--- config.mk ---
export PLATFORM = sky130hd
export DESIGN_NAME = pwl_sigmoid_backward
export DESIGN_NICKNAME = d
export VERILOG_FILES = /design/src/rtl/pwl_sigmoid_pkg.sv /design/src/rtl/pwl_pipe_stage.sv /design/src/rtl/pwl_sigmoid_backward.sv
export SDC_FILE = /design/constraint.sdc
export NUM_CORES = 1
export LEC_CHECK = 0
export CORE_MARGIN = 2
export CORE_UTILIZATION = 56
export CTS_CLUSTER_SIZE = 25
export DETAILED_ROUTE_END_ITERATION = 8
export GPL_ROUTABILITY_DRIVEN = 1
export PLACE_DENSITY_LB_ADDON = 0.15
export SYNTH_ARGS = -nofsm -noshare
export SYNTH_HDL_FRONTEND = slang
export SYNTH_SLANG_ARGS = --single-unit
--- constraint.sdc ---
create_clock -name clk -period 8.1 [get_ports clk]
set_input_delay 1.62 -clock clk [delete_from_list [all_inputs] [get_ports clk]]
set_output_delay 1.62 -clock clk [all_outputs]
set_load 0.005 [all_outputs]
--- src/rtl/pwl_sigmoid_pkg.sv ---
// Shared Q8.8 constants and types for the PWL sigmoid forward/backward blocks.
package pwl_sigmoid_pkg;

  localparam int DATA_W  = 16;   // Q8.8 data width
  localparam int FRAC_W  = 8;    // fractional bits
  localparam int ONE_Q88 = 256;  // 1.0 in Q8.8

  // Clamp bounds applied to the saved forward output y
  localparam int Y_MIN = 0;
  localparam int Y_MAX = 256;

  // y*(1-y) peaks at 0.25 -> 64 in Q8.8, so 7 bits suffice
  localparam int S_W   = 7;
  localparam int CNT_W = 16;

  // Stage-1 payload: derivative factor plus the upstream gradient
  typedef struct packed {
    logic [S_W-1:0]           s;
    logic signed [DATA_W-1:0] grad;
  } s1_payload_t;

endpackage

--- src/rtl/pwl_pipe_stage.sv ---
// Generic valid/ready register slice, parameterised by payload width.
// Full-throughput: accepts a new beat in the same cycle the held one drains.
module pwl_pipe_stage #(
  parameter int W = 16
) (
  input  logic         clk,
  input  logic         rst,
  input  logic         in_valid,
  output logic         in_ready,
  input  logic [W-1:0] in_data,
  output logic         out_valid,
  input  logic         out_ready,
  output logic [W-1:0] out_data
);

  logic         valid_d, valid_q;
  logic [W-1:0] data_d,  data_q;

  // Slice can take a beat when empty or when its current beat leaves this cycle
  assign in_ready  = !valid_q || out_ready;
  assign out_valid = valid_q;
  assign out_data  = data_q;

  // Next-state: load on accept, otherwise hold (keeps output stable under stall)
  always_comb begin
    // NOTE: every always_comb output gets a default first so no path leaves it unassigned (no latch).
    valid_d = valid_q;
    data_d  = data_q;
    if (in_ready) begin
      valid_d = in_valid;
      if (in_valid) data_d = in_data;
    end
  end

  // State registers with synchronous reset
  always_ff @(posedge clk) begin
    // NOTE: sequential state uses non-blocking assignments so all flops update from pre-edge values.
    if (rst) begin
      valid_q <= 1'b0;
      // NOTE: the payload is reset too, because the block's visible output must read 0 after reset.
      data_q  <= '0;
    end else begin
      valid_q <= valid_d;
      data_q  <= data_d;
    end
  end

endmodule

--- src/rtl/pwl_sigmoid_backward.sv ---
// Backward pass of the PWL sigmoid: grad_out = grad_in * y * (1 - y), Q8.8.
// Two register slices (stage 1: derivative factor, stage 2: product).
// Optional macro PWL_SIG_BWD_CLAMP_CNT_EN adds a saturating count of
// accepted inputs whose y_in fell outside 0..256.
module pwl_sigmoid_backward #(
  parameter int DATA_W = 16,
  parameter int FRAC_W = 8
) (
  input  logic                     clk,
  input  logic                     rst,
  input  logic                     in_valid,
  output logic                     in_ready,
  input  logic signed [DATA_W-1:0] y_in,
  input  logic signed [DATA_W-1:0] grad_in,
  output logic                     out_valid,
  input  logic                     out_ready,
  output logic signed [DATA_W-1:0] grad_out
`ifdef PWL_SIG_BWD_CLAMP_CNT_EN
  ,
  output logic [15:0]              clamp_cnt
`endif
);

  import pwl_sigmoid_pkg::*;

  localparam int P_W = DATA_W + FRAC_W;
  localparam logic signed [DATA_W-1:0] Y_LO = DATA_W'(Y_MIN);
  localparam logic signed [DATA_W-1:0] Y_HI = DATA_W'(Y_MAX);

  logic [8:0]        yc;
  logic [8:0]        one_minus_yc;
  logic [14:0]       sq;
  logic [S_W-1:0]    s;
  s1_payload_t       s1_in, s1_out;
  logic              s1_valid, s1_ready;
  logic signed [P_W-1:0]    p;
  logic signed [DATA_W-1:0] grad_s2;

  // Stage-1 arithmetic: clamp y to [0, 1.0], then s = y*(1-y) in Q8.8 (floor)
  always_comb begin
    yc = '0;
    if (y_in < Y_LO)      yc = '0;
    else if (y_in > Y_HI) yc = 9'(Y_MAX);
    else                  yc = y_in[8:0];
    one_minus_yc = 9'(ONE_Q88) - yc;
    sq           = 15'(yc) * 15'(one_minus_yc);
    s            = S_W'(sq >> FRAC_W);
    s1_in.s      = s;
    s1_in.grad   = grad_in;
  end

  pwl_pipe_stage #(.W($bits(s1_payload_t))) u_stage1 (
    .clk       (clk),
    .rst       (rst),
    .in_valid  (in_valid),
    .in_ready  (in_ready),
    .in_data   (s1_in),
    .out_valid (s1_valid),
    .out_ready (s1_ready),
    .out_data  (s1_out)
  );

  // Stage-2 arithmetic: signed grad times unsigned s, arithmetic shift gives floor
  always_comb begin
    p       = P_W'($signed(s1_out.grad)) * P_W'($signed({1'b0, s1_out.s}));
    grad_s2 = DATA_W'(p >>> FRAC_W);
  end

  pwl_pipe_stage #(.W(DATA_W)) u_stage2 (
    .clk       (clk),
    .rst       (rst),
    .in_valid  (s1_valid),
    .in_ready  (s1_ready),
    .in_data   (grad_s2),
    .out_valid (out_valid),
    .out_ready (out_ready),
    .out_data  (grad_out)
  );

`ifdef PWL_SIG_BWD_CLAMP_CNT_EN
  logic             out_of_range;
  logic [CNT_W-1:0] clamp_cnt_d, clamp_cnt_q;

  // Count accepted beats whose y lies outside the clamp range, saturating
  always_comb begin
    out_of_range = (y_in < Y_LO) || (y_in > Y_HI);
    clamp_cnt_d  = clamp_cnt_q;
    if (in_valid && in_ready && out_of_range && (clamp_cnt_q != '1))
      clamp_cnt_d = clamp_cnt_q + 16'd1;
  end

  // Counter register with synchronous reset
  always_ff @(posedge clk) begin
    if (rst) clamp_cnt_q <= '0;
    else     clamp_cnt_q <= clamp_cnt_d;
  end

  assign clamp_cnt = clamp_cnt_q;
`endif

endmodule

; Yosys cells after proc, flatten, opt, wreduce, memory -nomap -nowiden
; Cells that the tools add are included.
[totals]
reg_bits = 41
word_cells = 17
[classes]
n_addsub = 1
multipliers = 2
n_lt_le_gt_ge = 2
muxes = 2
reduce_logical = 6
[op_table]
columns = operator, n
row1 = multiplier 16 x 8 -> 24 bit, 1
row2 = 2-to-1 mux 9 bit, 2
row3 = greater-than comparator 16 x 10 -> 1 bit (second input constant), 1
row4 = less-than comparator 16 x 1 -> 1 bit (second input constant), 1
row5 = multiplier 9 x 9 -> 15 bit, 1
row6 = subtractor 9 bit (first input constant), 1
row7 = AND reduction 2 bit, 2
row8 = logical NOT 1 bit, 2
row9 = logical OR 1 bit, 2

; Depth between registers and ports, before layout
[depth]
ltp_word = 5
depth_mapped = 26

; By module
; Synthesis repeated with hierarchy kept, for this count alone.
[unflattened]
cells_unflattened = 908
hier_area_um2 = 8107.8
[modules_own_cells]
columns = mod, n_inst, cells_per_inst, area_each_um2, seq_area_each_um2
row1 = pwl_sigmoid_backward, 1, 722, 6237.2, 0.0
row2 = pwl_pipe_stage at u_stage1, 1, 108, 1074.8, 480.5
row3 = pwl_pipe_stage at u_stage2, 1, 78, 795.8, 340.3

; Least setup slack after synthesis
; Ideal clock, no wire load.
[synth_timing]
path_type = input to register
startpoint = input y_in[9]
endpoint = register u_stage1.data_q[21], in the netlist u_stage1.out_data[21]
setup_ps = 75
arrival_ps = 7726
path_slack_ps = 299
path_stages = 25
n_path_buf = 1
path_cell_list = or4_4 nor4_4 and3_1 clkbuf_1 inv_1 ha_1 and2_1 and3_1 ha_1 or2_2 fa_1 fa_1 inv_1 fa_1 inv_1 fa_1 inv_1 ha_1 inv_1 a2111oi_0 nand3_2 a21oi_2 o31ai_1 mux2_4 o22ai_2
[synth_between]
elab_chain_len = 5
[synth_lines]
columns = item, line_no
row1 = from (decl), pwl_sigmoid_backward.sv:13  ; input logic signed [DATA_W-1:0] y_in,
row2 = greater-than comparator 16 x 10 -> 1 bit, pwl_sigmoid_backward.sv:43  ; else if (y_in > Y_HI) yc = 9'(Y_MAX);
row3 = 2-to-1 mux 9 bit, pwl_sigmoid_backward.sv:43
row4 = 2-to-1 mux 9 bit *, pwl_sigmoid_backward.sv:42  ; if (y_in < Y_LO) yc = '0;
row5 = subtractor 9 bit, pwl_sigmoid_backward.sv:45  ; one_minus_yc = 9'(ONE_Q88) - yc;
row6 = multiplier 9 x 9 -> 15 bit *, pwl_sigmoid_backward.sv:46  ; sq = 15'(yc) * 15'(one_minus_yc);
row7 = to (signal assigned), pwl_pipe_stage.sv:44  ; data_q <= data_d;
row8 = to (decl), pwl_pipe_stage.sv:17  ; logic [W-1:0] data_d, data_q;
; Every way passes the cells marked *; elsewhere a longest branch is shown, timed or not.
; A chain may end at the register's enable or synchronous reset.

; Final worst setup path
; Ends and elaborated chain as after synthesis.

==> results summary <==
The total global routing overflow came out at 0. The count of instances resized after the clock tree is built came out at 0. The residual DRC count came out at 0. The number of antenna violations at the first check in global routing came to 0. The ratio of final minimum period to clock period is 95.3%. The headroom to the max-slew limit came out at 20.9%.

The chip height came out at 122 um. The endpoint type of the worst setup path is a flip-flop. The number of synthesized flops with an enable pin is 0.

The clock tree synthesis step divided the H-tree into 2 levels. The post-route clock skew is 3.33 ps. The largest total area in the synthesized netlist belongs to sky130_fd_sc_hd__fa_1.

The number of vias per cell is 5.21. The minimum period implied by the final worst setup slack came out at 7720 ps. The leakage power summed over all cells came out at 4.46 nW. The area of all placed cells without fillers is 8900 um2.

At the pin with the least slew margin, the transition time is 1180 ps. The post-synthesis to final-layout area growth came out at 14.8%. At the later pin of the worst-skew pair, clock insertion delay measures 290 ps. The detail route stage leaves a number of antenna-violating nets equal to 0.

After synthesis, the most frequently instantiated cells are sky130_fd_sc_hd__inv_1, sky130_fd_sc_hd__fa_1, sky130_fd_sc_hd__nand2_1, sky130_fd_sc_hd__and2_1, sky130_fd_sc_hd__ha_1. Before antenna repair, the detailed router went through 5 iterations. The number of warnings printed during yosys synthesis is 0. In this run the horizontal extent of the chip is 122 um. TritonCTS built the clock tree. The critical path ends at u_stage1.out_data[21]$_SDFFE_PP0P_.

The share of total power dissipated in combinational logic is 22.6%. The via count of the first global-routing pass came out at 6,253. The fraction of final layout cells with drive strength greater than 1 is 7.57%. In this run the cell area measured after placement is 8680 um2.

The total power density per cell area came out at 72.4 nW/um2. The final count of hold timing violations came to 0. The synthesized area per cell came out at 8.59 um2. For this run, the post-layout net count is 1,223. Global routing used 3.79% of the available met3 tracks. The overall fraction of global-route tracks in use came out at 25.9%. The sequential share of the synthesized area came out at 10.6%. Across the whole layout, storage elements account for 821 um2. The half-perimeter wire length of the detailed placement result came out at 13.9 mm. By area the synthesized netlist is led by sky130_fd_sc_hd__fa_1, sky130_fd_sc_hd__ha_1, sky130_fd_sc_hd__dfxtp_1. The met2 layer usage reported by global route is 40.9%. The critical path required time came out at 8320 ps. The initialized floorplan defines 42 standard-cell rows.

The worst-case register-to-register setup slack came out at 2690 ps. The net switching power figure came out at 0.000189 W. The number of DRC markers after the initial detailed-route iteration came out at 340. The sink count of the clock tree came out at 41. The number of filler cells placed in the layout is 1,149. The via count of the routed design is 6,012.

The switching part of the total came out at 29.3%. The clock-pin slew on the worst setup and hold paths is 60 ps. The clock network burns 41.3% of the power. The number of register bits inferred by synthesis came out at 41.

The count of placed standard cells in the final layout, fillers left out came out at 1,154. The number of cells produced by synthesis is 903. The proportion of synthesized flip-flops having asynchronous set or reset is 0%.

The number of cells in the design after placement is 1,146. The worst setup path is launched from a primary input. The worst register-to-register path begins at u_stage1.out_data[19]$_SDFFE_PP0P_.

The sequential fraction of design power is 36.0%. For met1 alone, demand over resource in global routing was 38.8%. After global routing, the most crowded layer is met2.

Measured in cells, the most critical reg-to-reg path has a length of 15. The internal power of the cells totals 0.000456 W. The last weighted congestion value of the routability-driven placer is 0.931. The cell sitting at the root of the clock tree is a sky130_fd_sc_hd__clkbuf_16.

At the worst endpoint, the arrival time is 7930 ps. The run finished with clean final reports. The first global-routing pass estimated 30.2 mm of wire.

The number of distinct library cells after synthesis is 56. The tightest min-delay check is of the reg2reg type. The number of buffers inserted to repair setup after CTS is 0. The top flip-flop cell by instance count after synthesis is sky130_fd_sc_hd__dfxtp_1.

The timing startpoint of the critical path is y_in[9]. The highest clock frequency the design can meet came out at 130 MHz. During I/O placement, the number of pins put on the boundary was 54. The setup path with the least slack is of type in2reg. The number of hold buffers added after CTS was 0. In this run the critical register-to-register path is captured at u_stage2.out_data[15]$_SDFFE_PP0P_.

The total of endpoints with negative setup slack in the final report is 0. The wire length after detailed routing came out at 17.1 mm. The initial utilization of the core area, before any placement, comes to 57.9%. The multi-input combinational cell area came out at 6180 um2. The die area came out at 14,800 um2.

The area of the placeable core came out at 13,400 um2. TritonCTS created 5 clock buffers. The worst ir drop on vdd is 0.0783 mV.

The number of pins exceeding their max-slew limit in the final report came to 0. The maximum number of pins on one net before global-route repair came out at 51. In the post-synthesis netlist, the cell with the most instances is sky130_fd_sc_hd__inv_1. The cell area after technology mapping is 7750 um2. The wire length per cell after detailed routing came out at 14.8 um. Summed over its instances, the top area cell type makes up 33.8% of the synthesized netlist area. The count of inserted antenna diode cells came out at 0. The quantity of I/O buffers inserted on ports is 53.

The count of maximum capacitance violations came out at 0. The overall power came out at 0.000645 W. The maximum fanout count along the critical path came out at 4. The number of buffers on the longest clock path came out at 2.
-- per-layer routing --
layer / wire [um] / share of wire [%]
met4: 172 / 1.0
met2: 7660 / 45
met5: 0 / 0
met3: 866 / 5.1
met1: 8440 / 49
-- through the flow --
| stage | hold slack [ps] | setup WS [ps] | util, % | TNS, ps |
|---|---|---|---|---|
| floorplan | 448 | 299 | - | 0 |
| global placement | 443 | -1.47 | 64.8 | -1.47 |
| detailed placement | 447 | -85.4 | 64.8 | -85.4 |
| CTS | 454 | 189 | 66.2 | 0 |
| global route | 474 | -19.4 | 66.4 | -19.4 |
| finish | 453 | 384 | 66.4 | 0 |
-- worst max-delay path, cell delays in order --
cell and delay, ps:
sky130_fd_sc_hd__clkdlybuf4s50_1 390, sky130_fd_sc_hd__or4_4 580, sky130_fd_sc_hd__nor4_4 190, sky130_fd_sc_hd__and3_1 210
sky130_fd_sc_hd__inv_1 60, sky130_fd_sc_hd__ha_1 210, sky130_fd_sc_hd__and2_1 170, sky130_fd_sc_hd__and3_1 190
sky130_fd_sc_hd__ha_1 300, sky130_fd_sc_hd__or2_2 320, sky130_fd_sc_hd__fa_1 490, sky130_fd_sc_hd__fa_1 490
sky130_fd_sc_hd__inv_1 50, sky130_fd_sc_hd__fa_1 470, sky130_fd_sc_hd__inv_1 50, sky130_fd_sc_hd__fa_1 470
sky130_fd_sc_hd__inv_1 40, sky130_fd_sc_hd__ha_1 300, sky130_fd_sc_hd__inv_1 90, sky130_fd_sc_hd__a2111oi_4 220
sky130_fd_sc_hd__buf_4 170, sky130_fd_sc_hd__nand3_2 110, sky130_fd_sc_hd__a21oi_4 190, sky130_fd_sc_hd__o31ai_1 130
sky130_fd_sc_hd__mux2_4 310, sky130_fd_sc_hd__o22ai_2 130
-- how the worst min path moves through the flow --
| stage | from | to | slack [ps] | depth (start not counted) |
|---|---|---|---|---|
| global route | u_stage2.out_data[12]$_SDFFE_PP0P_ | u_stage2.out_data[12]$_SDFFE_PP0P_ | 470 | 2 |
| detailed placement | u_stage2.out_data[7]$_SDFFE_PP0P_ | u_stage2.out_data[7]$_SDFFE_PP0P_ | 450 | 2 |
| finish | u_stage2.out_data[7]$_SDFFE_PP0P_ | u_stage2.out_data[7]$_SDFFE_PP0P_ | 450 | 2 |
| floorplan | u_stage2.out_data[12]$_SDFFE_PP0P_ | u_stage2.out_data[12]$_SDFFE_PP0P_ | 450 | 2 |
| global placement | u_stage2.out_data[2]$_SDFFE_PP0P_ | u_stage2.out_data[2]$_SDFFE_PP0P_ | 440 | 2 |
| CTS | u_stage2.out_data[7]$_SDFFE_PP0P_ | u_stage2.out_data[7]$_SDFFE_PP0P_ | 450 | 2 |
-- state kept, by name (all words and copies together) (netlist names) --
name	cells
u_stage1.out_data	23
u_stage1.out_valid	1
u_stage2.out_data	16
u_stage2.out_valid	1
-- power by group through the flow --
stage	Clock [W]	Combinational, W	Sequential (W)
2_1_floorplan	0	0.0000945	0.000224
3_3_place_gp	0	0.000143	0.000237
3_5_place_dp	0	0.000145	0.000237
4_1_cts	0.000270	0.000147	0.000232
5_1_grt	0.000278	0.000167	0.000234
6_report	0.000267	0.000146	0.000232
-- cells by family (layout without fill, tap and decap cells) --
| group | after synthesis | count (layout) | synth area share (%) |
|---|---|---|---|
| mux | 1 | 1 | 0.194 |
| flops | 41 | 41 | 10.6 |
| compound gates | 88 | 88 | 7.42 |
| fa+ha+maj | 210 | 210 | 46.6 |
| xor+xnor | 20 | 20 | 2.26 |
| buf+inv | 213 | 285 | 10.3 |
| other cells | 2 | 5 | 0.0968 |
| simple gates | 328 | 328 | 22.5 |
-- placed cells by master, fill, tap and decap left out, types with 5 or more instances in the layout --
cell                              count
sky130_fd_sc_hd__nand3_1             10
sky130_fd_sc_hd__nor2_1              43
sky130_fd_sc_hd__inv_1              191
sky130_fd_sc_hd__nand2b_1            10
sky130_fd_sc_hd__fa_1               131
sky130_fd_sc_hd__buf_4               33
sky130_fd_sc_hd__o31ai_1              6
sky130_fd_sc_hd__or4_1                5
sky130_fd_sc_hd__xor2_1               9
sky130_fd_sc_hd__clkdlybuf4s50_1     53
sky130_fd_sc_hd__or2_2               17
sky130_fd_sc_hd__nor3_1              10
sky130_fd_sc_hd__clkbuf_16            5
sky130_fd_sc_hd__a21oi_1             33
sky130_fd_sc_hd__nand2_1            102
sky130_fd_sc_hd__o21a_1               5
sky130_fd_sc_hd__nand3b_1            10
sky130_fd_sc_hd__xnor2_1             11
sky130_fd_sc_hd__o21ai_0             13
sky130_fd_sc_hd__and2_1              87
sky130_fd_sc_hd__dfxtp_1             41
sky130_fd_sc_hd__or3_1                5
sky130_fd_sc_hd__conb_1               5
sky130_fd_sc_hd__ha_1                79
-- final cells by class --
cell class / instances / area share (%)
multi-input cells: 652 / 69.4
flip-flops and latches: 41 / 9.22
repair buffers: 86 / 8.74
inverters: 191 / 8.05
well taps: 176 / 2.47
clock buffers: 5 / 1.41
clock inverters: 3 / 0.731
(Power assumes the default switching activity.)
